### config.mk
export PLATFORM = sky130hd
export DESIGN_NAME = peripheral_uart_ahb3_master_ctrl
export DESIGN_NICKNAME = d
export VERILOG_FILES = /design/src/rtl/peripheral_uart_ahb3_master_ctrl.sv
export SDC_FILE = /design/constraint.sdc
export NUM_CORES = 1
export LEC_CHECK = 0
export ABC_AREA = 1
export BUFFER_PORTS_ARGS = -buffer_cell sky130_fd_sc_hd__buf_2
export CAP_MARGIN = 0
export CORE_MARGIN = 4
export CORE_UTILIZATION = 45
export CTS_CLUSTER_SIZE = 16
export DETAILED_ROUTE_END_ITERATION = 12
export GPL_TIMING_DRIVEN = 0
export PLACE_DENSITY_LB_ADDON = 0.2
export SETUP_SLACK_MARGIN = 0.05
export SLEW_MARGIN = 5
export SYNTH_ARGS = -nofsm -noshare
export SYNTH_HDL_FRONTEND = slang
export SYNTH_SLANG_ARGS = --single-unit
### constraint.sdc
create_clock -name HCLK -period 2.9 [get_ports HCLK]
set_clock_uncertainty 0.05 [all_clocks]
set_input_delay 0.725 -clock HCLK [delete_from_list [all_inputs] [get_ports HCLK]]
set_output_delay 0.725 -clock HCLK [all_outputs]
set_load 0.005 [all_outputs]
### src/rtl/peripheral_uart_ahb3_master_ctrl.sv
// AHB3-Lite master that programs a 16550-style UART behind an AHB-to-APB
// bridge, then streams bytes into THR after polling LSR.THRE.
module peripheral_uart_ahb3_master_ctrl #(
    parameter int          HADDR_SIZE = 32,
    parameter int          HDATA_SIZE = 32,
    parameter logic [31:0] UART_BASE  = 32'h0,
    parameter logic [15:0] DIVISOR    = 16'd27,
    parameter logic [7:0]  LCR_VAL    = 8'h03,
    parameter logic [7:0]  IER_VAL    = 8'h00,
    parameter int          POLL_LIMIT = 1024
) (
    input  logic                  HCLK,
    input  logic                  HRESETn,
    input  logic                  start_i,
    input  logic                  tx_valid_i,
    input  logic [7:0]            tx_data_i,
    output logic                  tx_ready_o,
    output logic                  cfg_done_o,
    output logic                  busy_o,
    output logic                  err_o,
    output logic                  timeout_o,
    output logic                  HSEL,
    output logic [HADDR_SIZE-1:0] HADDR,
    output logic [HDATA_SIZE-1:0] HWDATA,
    input  logic [HDATA_SIZE-1:0] HRDATA,
    output logic                  HWRITE,
    output logic [2:0]            HSIZE,
    output logic [2:0]            HBURST,
    output logic [3:0]            HPROT,
    output logic [1:0]            HTRANS,
    output logic                  HMASTLOCK,
    input  logic                  HREADY,
    input  logic                  HRESP
);

    localparam int PW = $clog2(POLL_LIMIT + 1);
    localparam logic [HADDR_SIZE-1:0] BASE = HADDR_SIZE'(UART_BASE);
    localparam logic [7:0] OFF_THR = 8'h00;
    localparam logic [7:0] OFF_IER = 8'h04;
    localparam logic [7:0] OFF_FCR = 8'h08;
    localparam logic [7:0] OFF_LCR = 8'h0C;
    localparam logic [7:0] OFF_LSR = 8'h14;
    localparam logic [1:0] TR_IDLE   = 2'b00;
    localparam logic [1:0] TR_NONSEQ = 2'b10;

    typedef enum logic [2:0] {
        S_IDLE,
        S_CFG_A,
        S_CFG_D,
        S_RUN,
        S_POLL_A,
        S_POLL_D,
        S_WR_A,
        S_WR_D
    } state_t;

    state_t                  state_q, state_d;
    logic [2:0]              idx_q, idx_d;
    logic [PW-1:0]           poll_q, poll_d;
    logic [7:0]              byte_q, byte_d;
    logic [1:0]              trans_q, trans_d;
    logic                    sel_q, sel_d;
    logic [HADDR_SIZE-1:0]   addr_q, addr_d;
    logic                    write_q, write_d;
    logic [HDATA_SIZE-1:0]   wdata_q, wdata_d;
    logic                    done_q, done_d;
    logic                    err_q, err_d;
    logic                    tmo_q, tmo_d;
    logic                    ready_q, ready_d;

    logic                    launch;
    logic [7:0]              l_off;
    logic                    l_wr;
    logic [7:0]              l_data;
    logic                    unused_rdata;

    assign unused_rdata = ^{HRDATA[HDATA_SIZE-1:6], HRDATA[4:0]};

    // {register offset, write data} for each step of the bring-up sequence
    function automatic logic [15:0] cfg_entry(input logic [2:0] idx);
        unique case (idx)
            3'd0:    cfg_entry = {OFF_LCR, 8'h80 | LCR_VAL};
            3'd1:    cfg_entry = {OFF_THR, DIVISOR[7:0]};
            3'd2:    cfg_entry = {OFF_IER, DIVISOR[15:8]};
            3'd3:    cfg_entry = {OFF_LCR, LCR_VAL};
            3'd4:    cfg_entry = {OFF_FCR, 8'h07};
            default: cfg_entry = {OFF_IER, IER_VAL};
        endcase
    endfunction

    always_ff @(posedge HCLK or negedge HRESETn) begin
        if (!HRESETn) begin
            state_q <= S_IDLE;
            idx_q   <= '0;
            poll_q  <= '0;
            byte_q  <= '0;
            trans_q <= TR_IDLE;
            sel_q   <= 1'b0;
            addr_q  <= '0;
            write_q <= 1'b0;
            wdata_q <= '0;
            done_q  <= 1'b0;
            err_q   <= 1'b0;
            tmo_q   <= 1'b0;
            ready_q <= 1'b0;
        end else begin
            state_q <= state_d;
            idx_q   <= idx_d;
            poll_q  <= poll_d;
            byte_q  <= byte_d;
            trans_q <= trans_d;
            sel_q   <= sel_d;
            addr_q  <= addr_d;
            write_q <= write_d;
            wdata_q <= wdata_d;
            done_q  <= done_d;
            err_q   <= err_d;
            tmo_q   <= tmo_d;
            ready_q <= ready_d;
        end
    end

    always_comb begin
        state_d = state_q;
        idx_d   = idx_q;
        poll_d  = poll_q;
        byte_d  = byte_q;
        trans_d = trans_q;
        sel_d   = sel_q;
        addr_d  = addr_q;
        write_d = write_q;
        wdata_d = wdata_q;
        done_d  = done_q;
        err_d   = err_q;
        tmo_d   = tmo_q;
        ready_d = 1'b0;
        launch  = 1'b0;
        l_off   = OFF_THR;
        l_wr    = 1'b0;
        l_data  = 8'h00;

        unique case (state_q)
            S_IDLE, S_RUN: begin
                if (start_i) begin
                    done_d  = 1'b0;
                    err_d   = 1'b0;
                    tmo_d   = 1'b0;
                    poll_d  = '0;
                    idx_d   = '0;
                    {l_off, l_data} = cfg_entry(3'd0);
                    l_wr    = 1'b1;
                    launch  = 1'b1;
                    state_d = S_CFG_A;
                end else if (state_q == S_RUN && tx_valid_i && !ready_q) begin
                    // the cycle tx_ready_o is high still shows the consumed byte
                    byte_d  = tx_data_i;
                    l_off   = OFF_LSR;
                    launch  = 1'b1;
                    state_d = S_POLL_A;
                end
            end
            S_CFG_A, S_POLL_A, S_WR_A: begin
                if (HREADY) begin
                    trans_d = TR_IDLE;
                    sel_d   = 1'b0;
                    state_d = state_t'(state_q + 3'd1);
                end
            end
            S_CFG_D: begin
                if (HREADY) begin
                    if (HRESP) begin
                        err_d   = 1'b1;
                        state_d = S_IDLE;
                    end else if (idx_q == 3'd5) begin
                        done_d  = 1'b1;
                        state_d = S_RUN;
                    end else begin
                        idx_d   = idx_q + 3'd1;
                        {l_off, l_data} = cfg_entry(idx_q + 3'd1);
                        l_wr    = 1'b1;
                        launch  = 1'b1;
                        state_d = S_CFG_A;
                    end
                end
            end
            S_POLL_D: begin
                if (HREADY) begin
                    if (HRESP) begin
                        err_d   = 1'b1;
                        poll_d  = '0;
                        state_d = S_IDLE;
                    end else if (HRDATA[5]) begin
                        l_off   = OFF_THR;
                        l_wr    = 1'b1;
                        l_data  = byte_q;
                        launch  = 1'b1;
                        state_d = S_WR_A;
                    end else if (poll_q == PW'(POLL_LIMIT - 1)) begin
                        tmo_d   = 1'b1;
                        poll_d  = '0;
                        state_d = S_RUN;
                    end else begin
                        poll_d  = poll_q + 1'b1;
                        l_off   = OFF_LSR;
                        launch  = 1'b1;
                        state_d = S_POLL_A;
                    end
                end
            end
            S_WR_D: begin
                if (HREADY) begin
                    poll_d = '0;
                    if (HRESP) begin
                        err_d   = 1'b1;
                        state_d = S_IDLE;
                    end else begin
                        ready_d = 1'b1;
                        state_d = S_RUN;
                    end
                end
            end
            default: state_d = S_IDLE;
        endcase

        if (launch) begin
            trans_d = TR_NONSEQ;
            sel_d   = 1'b1;
            addr_d  = BASE + HADDR_SIZE'(l_off);
            write_d = l_wr;
            wdata_d = HDATA_SIZE'(l_data);
        end
    end

    assign HTRANS     = trans_q;
    assign HSEL       = sel_q;
    assign HADDR      = addr_q;
    assign HWRITE     = write_q;
    assign HWDATA     = wdata_q;
    assign HSIZE      = 3'b000;
    assign HBURST     = 3'b000;
    assign HPROT      = 4'b0011;
    assign HMASTLOCK  = 1'b0;
    assign tx_ready_o = ready_q;
    assign cfg_done_o = done_q;
    assign err_o      = err_q;
    assign timeout_o  = tmo_q;
    assign busy_o     = (state_q != S_IDLE) && (state_q != S_RUN);

endmodule

==> results of run 1 <==
-- metal layers --
metal	wire [um]	share of wire [%]	global-route usage [%]
met1	2994	46	20.27
met2	3107	48	27.55
met3	350	5.4	2.789
met4	73	1.1	3.713
met5	0	0	0
-- worst reg2reg max path: stages (launching register included) --
cell and delay (ns):
dfrtp_1 0.56, inv_2 0.13, ha_1 0.27, o21bai_2 0.27, a21oi_2 0.23, nand3_4 0.14, buf_6 0.17, nand2_1 0.06
nand2_1 0.05
-- logic make-up (layout without fill, tap and decap cells) --
logic type / Yosys count / in the layout
xor+xnor: 1 / 1
mux: 8 / 8
fa+ha+maj: 13 / 13
buf+inv: 110 / 150
other cells: 2 / 65
compound gates: 30 / 30
simple gates: 203 / 203
flops: 42 / 42
-- power breakdown --
part | total [mW] | switching, mW | leakage [nW] | internal, mW
Clock | 0.404 | 0.231 | 0.0408 | 0.172
Sequential | 0.884 | 0.127 | 0.561 | 0.757
Combinational | 1.26 | 0.745 | 1.58 | 0.511
-- final timing paths --
kind | depth (start not counted) | to
worst max-delay path | 4 | busy_o
worst min-delay path | 2 | HWDATA[6]$_DFFE_PN0P_
worst max register to register | 8 | poll_q[5]$_DFFE_PN0P_
worst min register to register | 2 | HWDATA[6]$_DFFE_PN0P_
max in group asynchronous | 1 | HWDATA[3]$_DFFE_PN0P_
min in group asynchronous | 1 | poll_q[9]$_DFFE_PN0P_
-- state kept, by name (all words and copies together), names as in the netlist --
name and flops:
poll_q 11, HWDATA 8, byte_q 8, HADDR 3, idx_q 3, state_q 3
HSEL 1, HWRITE 1, cfg_done_o 1, err_o 1, timeout_o 1, tx_ready_o 1
-- area by class of cell --
class                   count  share of cell area [%]
repair buffers             32                   4.245
plain buffers              70                   14.16
well taps                  96                   3.184
inverters                  40                   3.980
flip-flops and latches     42                   27.86
clock inverters             3                  0.6302
clock buffers               5                   1.824
multi-input cells         320                   44.11
-- cells in the final DEF, fill, tap and decap left out, types with 2 or more instances in the layout --
master,n
o21ai_2,3
clkinvlp_4,2
buf_4,66
nand3_4,2
dfrtp_1,42
ha_1,13
nand4_1,9
a21boi_0,2
nor2_1,24
a21oi_1,4
mux2_2,8
nor2_4,3
clkbuf_8,5
buf_2,33
buf_6,3
inv_2,5
or2_2,2
nand2_4,2
nand2_2,3
nand3_1,46
nor2_2,4
nand2_1,104
inv_1,34
o21ai_0,14
conb_1,65
-- through the flow --
| stage | hold WS (ns) | total power [mW] | instances |
|---|---|---|---|
| finish | 0.4265 | 2.543 | 608 |
| floorplan | 0.3794 | 1.818 | 472 |
| global placement | 0.4037 | 2.130 | 600 |
| detailed placement | 0.4081 | 2.150 | 600 |
| global route | 0.4579 | 2.779 | 608 |
| CTS | 0.4301 | 2.561 | 608 |
==> flow_summary.json, run 1 <==
{
  "cp_cell_sequence": "inv_2 -> ha_1 -> a21oi_4 -> buf_2",
  "coreArea_mm2": 0.006794,
  "slowest_stage": "dfrtp_1",
  "portBuffers": 32,
  "cts_resized": 0,
  "worst_slack_ns": 0.5111,
  "row_count": 30,
  "root_buffer": "clkbuf_8",
  "antenna_left": 0,
  "dpl-instance-area_mm2": 0.003680,
  "num-fill-cells": 643,
  "r2r_setup_slack_ns": 0.87,
  "routed_wl_um": 6526,
  "die_width_um": 91.84,
  "start_kind": "flop",
  "dpl_worst_slack_ns": 0.8487,
  "synth_cell_type_count": 36,
  "groute.usage.overall_pct": 15.78,
  "synth_seq_cells": 42,
  "hold_path_class": "reg2reg",
  "timing.max_slew.rel_slack_pct": 36.65,
  "slew_violations": 0,
  "grt_pass1_vias": 2428,
  "path_buf_inv": 2,
  "fin_util_pct": 55.52,
  "grt_pass1_wl_um": 10990,
  "grt_max_degree": 43,
  "place_congestion": 0.8313,
  "vias": 2605,
  "ff_latch_area_mm2": 0.001051,
  "finalHoldViolCount": 0,
  "cp.arrival_ns": 1.61,
  "clk_pin_slew_ns": 0.09,
  "synth.most_common_cell": "nand2_1",
  "end_kind": "primary output",
  "synthSimpleGateAreaFrac_pct": 29.83,
  "start_util_pct": 46.56,
  "min_from": "byte_q[6]$_DFFE_PN0P_",
  "synth-xor-area-share_pct": 0.2769,
  "ctsHoldBuffers": 0,
  "multi_input_area_mm2": 0.001664,
  "cap_violations": 0,
  "yosys.area.top_type_share_pct": 33.23,
  "ys_top_cells_by_area": "dfrtp_1 (33%), buf_4 (16%), nand2_1 (12%)",
  "leakagePower_nw": 2.186,
  "diodes": 0,
  "post_drt_wl_per_cell_um": 10.73,
  "synth_edf_count": 0,
  "synth_top_family_by_area": "simple AND/OR/NAND/NOR gates",
  "fin_crit_sh_pct": 82.38,
  "ir_worst_vdd_uv": 494.3,
  "max-clock-path-buffers": 2,
  "drcViolationCount": 0,
  "yosys.area.top_type": "dfrtp_1",
  "htree_levels": 2,
  "hpwl_um": 5113,
  "yosysWarnings": 0,
  "p_per_area_mw_per_mm2": 674.2,
  "drtIter0Drc": 134,
  "synth_compound_area_share_pct": 6.804,
  "required_ns": 2.12,
  "viasPerCell": 4.285,
  "critical_path.startpoint": "state_q[2]$_DFFE_PN0P_",
  "setup_violations": 0,
  "die_area_mm2": 0.008435,
  "antenna_found_initial": 0,
  "io_pins": 130,
  "syn_avg_cell_area_um2": 7.734,
  "status": "completed",
  "worst_pin_slew_ns": 0.9503,
  "cts_tree": "done",
  "fin_nets": 570,
  "synthesis.area_mm2": 0.003163,
  "path_delay_family": "flip-flops",
  "async_reset_ff_share_pct": 100.0,
  "max_freq_mhz": 418.6,
  "gr-total-overflow": 0,
  "rsz0062_at_grt": "false",
  "die_h_um": 91.84,
  "synthAdderAreaFrac_pct": 5.142,
  "clock_sinks": 42,
  "path_class": "reg2out",
  "cts-buffers-inserted": 5,
  "drt-pass1-iter-count": 4,
  "synth_common_cells": "nand2_1 (104), buf_4 (66), nand3_1 (46), dfrtp_1 (42), inv_1 (34)",
  "max_stage_delay_ns": 0.56,
  "synthFlopType": "dfrtp_1",
  "fin_crit_ns": 2.389,
  "synthMuxAreaShare_pct": 2.848,
  "timing.setup.tns_ns": 0,
  "postCtsSetupRepairBufs": 0,
  "drive_above_1_share_pct": 29.10,
  "synthCells": 409,
  "synth-seq-area-share_pct": 33.23,
  "r2r-start": "state_q[2]$_DFFE_PN0P_",
  "area_growth_pct": 19.26,
  "clock_latency_ns": 0.30,
  "cp_max_fo": 8,
  "design_area_mm2": 0.003772
}
Power figures use the tool's default switching activity.
==> run 2: changes to the inputs <==
--- a/config.mk
+++ b/config.mk
@@ -5,7 +5,7 @@
 export SDC_FILE = /design/constraint.sdc
 export NUM_CORES = 1
 export LEC_CHECK = 0
-export ABC_AREA = 1
+export ABC_AREA = 0
 export BUFFER_PORTS_ARGS = -buffer_cell sky130_fd_sc_hd__buf_2
 export CAP_MARGIN = 0
 export CORE_MARGIN = 4
==> constraint.sdc (replaced) <==
create_clock -name HCLK -period 2.3 [get_ports HCLK]
set_clock_uncertainty 0.05 [all_clocks]
set_input_delay 0.575 -clock HCLK [delete_from_list [all_inputs] [get_ports HCLK]]
set_output_delay 0.575 -clock HCLK [all_outputs]
set_load 0.005 [all_outputs]
==> run 2 against run 1 <==
Area after synthesis is 8.1% lower. Critical path type unchanged. Wire length is 6.2% lower. Sequential share of layout area is 1.9 points higher. Global-route usage is 0.52 points lower. Sequential cell count stayed put. Largest power group unchanged. Via count is 13% lower. Register-to-register slack worse by 0.76 ns. Critical path depth is 1 higher. Worst setup slack worse by 0.43 ns. Worst hold slack worse by 0.069 ns. Final area is 6.3% lower. Largest cell class unchanged.
==> flow_summary.json, run 2 <==
{
  "end_kind": "primary output",
  "synthesis.area_mm2": 0.002905,
  "design_area_mm2": 0.003536,
  "synthSimpleGateAreaFrac_pct": 14.30,
  "ff_latch_area_mm2": 0.001051,
  "antenna_left": 0,
  "drt-pass1-iter-count": 4,
  "routed_wl_um": 6123,
  "r2r_cells": 8,
  "area_growth_pct": 21.71,
  "max_stage_delay_ns": 0.43,
  "grt_pass1_vias": 1993,
  "clock_sinks": 42,
  "synthFlopType": "dfrtp_1",
  "grt_pass1_wl_um": 9287,
  "synth_cell_type_count": 66,
  "cp_cell_sequence": "inv_1 -> ha_1 -> nor2b_2 -> nor2_4 -> buf_2",
  "synth_seq_cells": 42,
  "clock_latency_ns": 0.30,
  "crit_cells": 5,
  "p_comb_share_pct": 49.3,
  "multi_input_area_mm2": 0.001550,
  "ctsHoldBuffers": 0,
  "groute.usage.overall_pct": 15.26,
  "final_cell_mix": "buf_4 (67), conb_1 (65), dfrtp_1 (42)",
  "htree_levels": 2,
  "cp_max_fo": 6,
  "die_area_mm2": 0.007806,
  "cp.arrival_ns": 1.59,
  "slowest_stage": "dfrtp_1",
  "cts-buffers-inserted": 5,
  "r2r_end": "poll_q[5]$_DFFE_PN0P_",
  "cts_tree": "done",
  "ir_worst_vdd_uv": 392.2,
  "p_int_mw": 1.907,
  "power.switching_mw": 1.289,
  "fin_util_pct": 56.00,
  "clk_pin_slew_ns": 0.09,
  "critical_path.startpoint": "state_q[0]$_DFFE_PN0P_",
  "timing.max_slew.rel_slack_pct": 38.12,
  "yosys.area.top_type_share_pct": 36.18,
  "root_buffer": "clkbuf_8",
  "path_delay_family": "flip-flops",
  "place_congestion": 0.8468,
  "start_kind": "flop",
  "total_power_mw": 3.196,
  "ys_top_cells_by_area": "dfrtp_1 (36%), buf_4 (17%), ha_1 (5.6%)",
  "row_count": 29,
  "regMostFlops": "poll_q",
  "yosysWarnings": 0,
  "hpwl_um": 4697,
  "synth-xor-area-share_pct": 0.6029,
  "vias": 2270,
  "io_pins": 130,
  "num-fill-cells": 585,
  "path_buf_inv": 2,
  "synth.most_common_cell": "buf_4",
  "coreArea_mm2": 0.006314,
  "die_h_um": 88.35,
  "clkPwrFrac_pct": 15.9,
  "synthCells": 301,
  "grt_max_degree": 43,
  "hold_path_class": "in2async",
  "viasPerCell": 4.710,
  "slew_violations": 0,
  "largest_reg_flops": 11,
  "swShare_pct": 40.34,
  "required_ns": 1.67,
  "p_per_area_mw_per_mm2": 903.9,
  "diodes": 0,
  "synthAdderAreaFrac_pct": 5.599,
  "syn_avg_cell_area_um2": 9.652,
  "drive_above_1_share_pct": 34.57,
  "post_drt_wl_per_cell_um": 12.70,
  "drtIter0Drc": 94,
  "worst_pin_slew_ns": 0.9281,
  "synth_compound_area_share_pct": 19.08,
  "yosys.area.top_type": "dfrtp_1",
  "antenna_found_initial": 0,
  "synth_edf_count": 0,
  "portBuffers": 32,
  "rsz0062_at_grt": "true",
  "status": "completed",
  "synth_top_family_by_area": "buffers and inverters",
  "async_reset_ff_share_pct": 100.0,
  "r2r_setup_slack_ns": 0.11,
  "gr-total-overflow": 0,
  "path_class": "reg2out",
  "final_common_cell": "buf_4",
  "cp-endpoint": "busy_o",
  "finalHoldViolCount": 0,
  "max_freq_mhz": 450.6,
  "fin_nets": 463,
  "setup_violations": 0,
  "leakagePower_nw": 1.863,
  "drcViolationCount": 0,
  "die_width_um": 88.35,
  "power_frac_seq_pct": 34.8,
  "fin_crit_ns": 2.219,
  "fin_crit_sh_pct": 96.48,
  "max-clock-path-buffers": 2,
  "r2r-start": "state_q[0]$_DFFE_PN0P_",
  "cap_violations": 0,
  "synthMuxAreaShare_pct": 4.134,
  "dpl-instance-area_mm2": 0.003398,
  "start_util_pct": 46.02,
  "synth_common_cells": "buf_4 (66), dfrtp_1 (42), nor2_1 (22), o21ai_0 (18), a21oi_1 (15)",
  "synth-seq-area-share_pct": 36.18
}
[run 2: repair_timing]
action | in CTS | in global routing
setup buffers | 0 | 1
gates resized for setup | 3 | 7
endpoints found under the setup margin | 13 | 19
[run 2: how the worst min path moves through the flow]
stage | slack [ns] | end | from
after global routing | 0.42 | byte_q[1]$_DFFE_PN0P_ | tx_data_i[1]
after floorplan | 0.23 | HADDR[2]$_DFFE_PN0P_ | HRESETn
final | 0.36 | poll_q[9]$_DFFE_PN0P_ | HRESETn
after detailed placement | 0.44 | HADDR[3]$_DFFE_PN0P_ | HADDR[3]$_DFFE_PN0P_
after global placement | 0.41 | HADDR[3]$_DFFE_PN0P_ | HADDR[3]$_DFFE_PN0P_
after CTS | 0.39 | poll_q[6]$_DFFE_PN0P_ | HRESETn
[run 2: power groups by stage]
stage,Combinational (mW),Clock (mW),Sequential [mW]
2_1_floorplan,1.10,0,1.10
3_3_place_gp,1.46,0,1.12
3_5_place_dp,1.50,0,1.13
4_1_cts,1.51,0.527,1.11
5_1_grt,1.76,0.559,1.14
6_report,1.58,0.508,1.11
[run 2: logic make-up (layout without fill, tap and decap cells)]
logic type	Yosys count	after routing
xor gates and xnor gates	2	2
buffers and inverters	83	124
and+or+nand+nor	71	71
adders and majority gates	13	13
DFF	42	42
other	2	65
muxes	11	11
AOI/OAI and AO/OA	77	77
[run 2: area by class of cell]
cell class / count / area share, %
clock buffers: 5 / 1.946
plain buffers: 72 / 15.15
well taps: 77 / 2.725
inverters: 11 / 1.168
flip-flops and latches: 42 / 29.72
clock inverters: 3 / 0.7077
multi-input cells: 239 / 43.84
repair buffers: 33 / 4.742
[run 2: metrics by stage]
stage / hold WS, ns / TNS, ns / setup slack (ns) / cells
after floorplan: 0.2294 / 0 / 0.1543 / 364
after global placement: 0.4072 / 0 / 0.01165 / 473
after detailed placement: 0.4369 / -0.1290 / -0.02552 / 473
after CTS: 0.3874 / 0 / 0.005049 / 481
after global routing: 0.4245 / 0 / 0.01333 / 482
final: 0.3572 / 0 / 0.08090 / 482
[run 2: metal layers]
| metal | wire length [um] | vias to the layer above | part of all wire, % | global-route usage (%) |
|---|---|---|---|---|
| met5 | 0 | - | 0 | 0 |
| met4 | 85 | 0 | 1.4 | 4.396 |
| met3 | 370 | 12 | 6.0 | 3.724 |
| met2 | 3073 | 74 | 50 | 26.38 |
| met1 | 2593 | 1040 | 42 | 18.93 |
| li1 | - | 1144 | - | - |
